==> config.mk <==
export PLATFORM = sky130hd
export DESIGN_NAME = serial_subtractor
export DESIGN_NICKNAME = d
export VERILOG_FILES = /design/src/rtl/serial_subtractor.sv
export SDC_FILE = /design/constraint.sdc
export NUM_CORES = 1
export LEC_CHECK = 0
export CAP_MARGIN = 20
export CORE_MARGIN = 2
export CORE_UTILIZATION = 35
export DETAILED_ROUTE_END_ITERATION = 7
export SLEW_MARGIN = 20
export SYNTH_ARGS = -nofsm -noshare
export SYNTH_HDL_FRONTEND = slang
export SYNTH_SLANG_ARGS = --single-unit
export TNS_END_PERCENT = 100
==> constraint.sdc <==
create_clock -name clk -period 2.6 [get_ports clk]
set_input_delay 0.39 -clock clk [delete_from_list [all_inputs] [get_ports clk]]
set_output_delay 0.39 -clock clk [all_outputs]
set_load 0.05 [all_outputs]
==> src/rtl/serial_subtractor.sv <==
// serial_subtractor: bit-serial two's-complement subtractor (D = in_a - in_b), LSB first,
// one bit per clock, with start/busy/done handshake and ALU-style status flags.
module serial_subtractor #(
    parameter int WIDTH = 8
) (
    input  logic             clk,
    input  logic             rst_n,
    input  logic             start,
    input  logic [WIDTH-1:0] in_a,
    input  logic [WIDTH-1:0] in_b,
    output logic             busy,
    output logic             done,
    output logic [WIDTH-1:0] d,
    output logic             borrow,
    output logic             zero,
    output logic             neg,
    output logic             ovf
);
    localparam int CW = $clog2(WIDTH + 1);

    typedef enum logic [1:0] {IDLE, SHIFT, FIN} state_t;

    state_t state, state_nxt;

    logic [WIDTH-1:0] a_q, b_q, r_q, r_nxt;
    logic [CW-1:0]    cnt_q;
    logic             bw_q, sa_q, sb_q;
    logic             load, last, a0, b0, d_bit, bw_nxt;

    // Start is only honoured outside SHIFT, so a busy operation is never disturbed.
    assign load = start && (state != SHIFT);
    assign last = (state == SHIFT) && (cnt_q == CW'(WIDTH - 1));

    always_comb begin
        a0     = a_q[0];
        b0     = b_q[0];
        d_bit  = a0 ^ b0 ^ bw_q;
        bw_nxt = (~a0 & b0) | (~(a0 ^ b0) & bw_q);
        r_nxt  = {d_bit, r_q[WIDTH-1:1]};
    end

    always_ff @(posedge clk or negedge rst_n) begin
        if (!rst_n) state <= IDLE;
        else        state <= state_nxt;
    end

    always_comb begin
        state_nxt = load ? SHIFT : last ? FIN : (state == SHIFT) ? SHIFT : IDLE;
    end

    always_comb begin
        busy = (state == SHIFT);
        done = (state == FIN);
    end

    always_ff @(posedge clk or negedge rst_n) begin
        if (!rst_n) begin
            a_q   <= '0;
            b_q   <= '0;
            r_q   <= '0;
            cnt_q <= '0;
            bw_q  <= 1'b0;
            sa_q  <= 1'b0;
            sb_q  <= 1'b0;
        end else if (load) begin
            a_q   <= in_a;
            b_q   <= in_b;
            r_q   <= '0;
            cnt_q <= '0;
            bw_q  <= 1'b0;
            sa_q  <= in_a[WIDTH-1];
            sb_q  <= in_b[WIDTH-1];
        end else if (state == SHIFT) begin
            a_q   <= a_q >> 1;
            b_q   <= b_q >> 1;
            r_q   <= r_nxt;
            cnt_q <= cnt_q + CW'(1);
            bw_q  <= bw_nxt;
        end
    end

    // Results are taken from the in-flight values on the final bit so they appear with done.
    always_ff @(posedge clk or negedge rst_n) begin
        if (!rst_n) begin
            d      <= '0;
            borrow <= 1'b0;
            zero   <= 1'b1;
            neg    <= 1'b0;
            ovf    <= 1'b0;
        end else if (last) begin
            d      <= r_nxt;
            borrow <= bw_nxt;
            zero   <= (r_nxt == '0);
            neg    <= d_bit;
            ovf    <= (sa_q != sb_q) && (d_bit != sa_q);
        end
    end
endmodule

==> results <==
- The run finished with clean final reports.
- The cell with the biggest individual delay on the critical path is sky130_fd_sc_hd__clkdlybuf4s50_1.
- In this run the worst setup path begins at state[0].
- The global placer's final weighted congestion is 0.7591.
- The count of inserted antenna diode cells is 0.
- The average instance in the mapped netlist occupies 11.58 µm².
- The largest buffer count on any clock path is 2.
- Summed over all layers, the routed wires come to 3456 µm.
- The first TritonRoute pass finished after 3 iterations.
- The number of gates given a new drive strength after cts is 0.
- Along the worst path, the maximum fanout reaches 2.
- The Yosys step of the flow raised 0 warnings.
- The number of clock sinks seen by CTS is 43.
- The class of the worst hold path is in -> async.
- The clock skew is 0.006304 ns.
- The number of global-route vias before repair came to 1310.
- The clock-pin slew of the registers on the worst-case setup and hold paths is 0.07 ns.
- The final critical path takes up 79.44% of the cycle.
- The instance count on the critical path is 2.
- Leaving out fill and tap cells, the most frequent cells in the layout are sky130_fd_sc_hd__dfrtp_1 (42), sky130_fd_sc_hd__nand2_1 (35), sky130_fd_sc_hd__clkdlybuf4s50_1 (30).
- The number of buffer and inverter instances along the worst setup path is 1.
- The later pin in the worst-skew pair is clocked with a latency of 0.29 ns.
- The sum of negative setup slack is 0 ns.
- For this configuration, the core starts out at a cell density of 35.77%.
- In the post-synthesis netlist, the biggest area contributors are sky130_fd_sc_hd__dfrtp_1 (54%), sky130_fd_sc_hd__mux2i_1 (9.8%), sky130_fd_sc_hd__nand2_1 (6.8%), sky130_fd_sc_hd__mux2_4 (4.6%), sky130_fd_sc_hd__mux2_2 (4.1%).
- The area of the die is 0.006172 mm².
- The die is 78.56 µm wide.
- The cell leakage power is 1.106 nW.
- The commonest register cell after synthesis is sky130_fd_sc_hd__dfrtp_1.
- The worst setup path is launched from a flop.
- The number of placement rows is 27.
- The half-perimeter wire length after detailed placement is 2329 µm.
- The signal on the critical path passes through and2b_1, clkdlybuf4s50_1.
- The worst setup path is captured at a primary output.
- After detailed placement, the design holds a cell count of 264.
- The gate family responsible for the most delay along the worst path is buffers and inverters.
- Cells fill 44.21% of the core in the end.
- After detailed routing, the average wire length per cell comes to 12.71 µm.
- The tree is rooted in a sky130_fd_sc_hd__clkbuf_8.
- In this run the count of I/O pins placed on the die edge is 33.
- In this run the power density over the cells is 1220 mW/mm².
- The cell type with the largest total area after synthesis is sky130_fd_sc_hd__dfrtp_1.
- The count of mapped cells out of synthesis is 168.
- The number of nets in the layout is 221.
- The flop and latch count out of synthesis is 43.
- The area growth from synthesis to layout is 23.60%.
- Setup repair after global routing left no endpoint under its margin.
- The number of nets in the synthesized netlist is 190.
- In the final layout, the share of cells above drive strength 1 is 14.00%.
- Summing the sequential cell areas from Yosys gives 55.37% of the chip area.
- Setup violations remaining at the end of the flow were counted as 0.
- The number of antenna violations at the first check in global routing came to 0.
- The footprint of the multi-input gates is 787.0 µm².
- Leaving out fill and tap cells, the most frequent cell in the layout is sky130_fd_sc_hd__dfrtp_1.
- In the final layout, flip-flops and latches occupy 0.001077 mm².
- The number of port buffers is 32.
- In this run the worst setup path terminates at done.
- In this run, the number of DRC markers left after iteration 0 of detailed routing was 48.
- The data required time of the critical path is 2.21 ns.
- The non-filler instance count after layout is 272.
- Across the run, the number of max-cap violations was 0.
- The worst vdd rail ir drop is 0.5504 mV.
- The total CTS buffers is 5.
- The final max-slew violation count is 0.
- For this design, the CTS-stage hold fixing added 0 buffers.
- The core region is 0.005439 mm².
- Entering global routing, the biggest net connects 44 pins.
- The die is 78.56 µm tall.
- The total overflow left after global routing is 0.
- Summed over its instances, the top area cell type makes up 54.02% of the synthesized netlist area.
- The worst register-to-register path has a setup slack of 0.82 ns.
- The H-tree was split into 2 levels.
- The tightest hold path in the finished design has a slack of 0.2503 ns.
- The startpoint identified for the worst register-to-register timing path is cnt_q[0].
- The capturing point of the worst reg2reg path is d[1].
- In this run the post-CTS setup repair buffer count came out at 0.
- The delay of the slowest cell on the worst path is 0.79 ns.
- The post-synthesis cell area is 0.001946 mm².
- At the pin with the least slew margin, the transition time is 0.9547 ns.
- At the worst endpoint, the arrival time is 1.68 ns.
- The first global-routing pass estimated 6092 µm of wire.
- In this run the remaining antenna-violating nets after routing total 0.
- The layout has 528 filler cells.
- After detailed routing, the number of vias per cell comes to 4.706.
- The critical path is of the reg -> out type.
- Of all flip-flops after synthesis, the portion carrying an async set or reset was 100.0%.
- The number of hold-slack violations in the final timing report is 0.
- The clock tree from TritonCTS is built.
- The via count is 1280.
- The worst max-slew margin expressed relative to the limit is 36.35%.
- The total routing usage reported by global routing is 12.62%.
- The number of enable-type register cells in the synthesized netlist is 0.
- In the routed design, unresolved DRC markers number 0.
- In this run, distinct cell masters in the synthesized netlist total 28.
- The depth of the most critical reg-to-reg path is 4.
- The top achievable clock speed is 484.1 MHz.
- The worst path in the final design needs a cycle of 2.065 ns, including I/O delays and setup.
-- synthesized netlist by cell type (2+ instances only) --
| cell | count |
|---|---|
| sky130_fd_sc_hd__nor4_1 | 2 |
| sky130_fd_sc_hd__fa_1 | 2 |
| sky130_fd_sc_hd__mux2_4 | 6 |
| sky130_fd_sc_hd__buf_4 | 2 |
| sky130_fd_sc_hd__mux2_2 | 7 |
| sky130_fd_sc_hd__nor2_1 | 4 |
| sky130_fd_sc_hd__nand2_1 | 35 |
| sky130_fd_sc_hd__inv_1 | 5 |
| sky130_fd_sc_hd__mux2i_1 | 19 |
| sky130_fd_sc_hd__nand3b_1 | 8 |
| sky130_fd_sc_hd__o21ai_0 | 15 |
| sky130_fd_sc_hd__clkbuf_1 | 2 |
| sky130_fd_sc_hd__buf_2 | 5 |
| sky130_fd_sc_hd__dfrtp_1 | 42 |
-- final cells by class --
| type | count | share of cell area (%) |
|---|---|---|
| sequential | 43 | 44.80 |
| multi-input combinational | 109 | 32.73 |
| timing repair buffer | 34 | 13.63 |
| clock buffer | 8 | 4.162 |
| tap | 72 | 3.746 |
| inverter | 6 | 0.9365 |
-- where the power goes --
| group | internal [mW] | total [mW] | switching [mW] |
|---|---|---|---|
| Sequential | 0.944 | 1.13 | 0.188 |
| Combinational | 0.535 | 1.35 | 0.812 |
| Clock | 0.242 | 0.454 | 0.212 |
-- worst min-delay path by stage --
| stage | to | cells after the start | slack (ns) | from |
|---|---|---|---|---|
| 3_3_place_gp | zero | 2 | 0.46 | zero |
| 3_5_place_dp | zero | 2 | 0.46 | zero |
| 2_1_floorplan | a_q[0] | 0 | 0.09 | rst_n |
| 5_1_grt | d[7] | 1 | 0.33 | rst_n |
| 6_report | d[7] | 1 | 0.25 | rst_n |
| 4_1_cts | sa_q | 1 | 0.29 | rst_n |
-- per-layer routing --
layer	routed length, µm	track usage [%]	up-vias	share of wire [%]
li1	-	-	624	-
met2	1631	21.28	27	47
met4	46	4.737	0	1.3
met3	150	3.333	5	4.3
met5	0	0	-	0
met1	1627	15.44	624	47
-- worst reg2reg max path: stages, from the launching register on --
cell,delay [ns]
sky130_fd_sc_hd__dfrtp_1,0.39
sky130_fd_sc_hd__ha_1,0.20
sky130_fd_sc_hd__nand2_1,0.10
sky130_fd_sc_hd__nor3_4,0.57
sky130_fd_sc_hd__mux2_2,0.41
-- state kept, by name (all words and copies together) (netlist names) --
register / cells
cnt_q: 4
ovf: 1
d: 8
bw_q: 1
borrow: 1
b_q: 8
sb_q: 1
state: 2
zero: 1
sa_q: 1
r_q: 7
a_q: 8
-- logic make-up after synthesis --
group           after synthesis  synth area share (%)
flops                        43                 55.37
compound gates               17                 4.630
fa+ha+maj                     3                 2.701
buf+inv                      16                 4.180
simple gates                 57                 14.66
mux                          32                 18.46
-- metrics by stage --
step | total power, mW | setup WS [ns] | area [µm²]
finish | 2.934 | 0.5345 | 2405
global route | 3.187 | 0.4665 | 2405
CTS | 2.983 | 0.5106 | 2405
detailed placement | 2.517 | 0.8289 | 2305
global placement | 2.491 | 0.8419 | 2305
floorplan | 2.141 | 1.174 | 1946
Note: power is estimated with default switching activity, not from simulation.
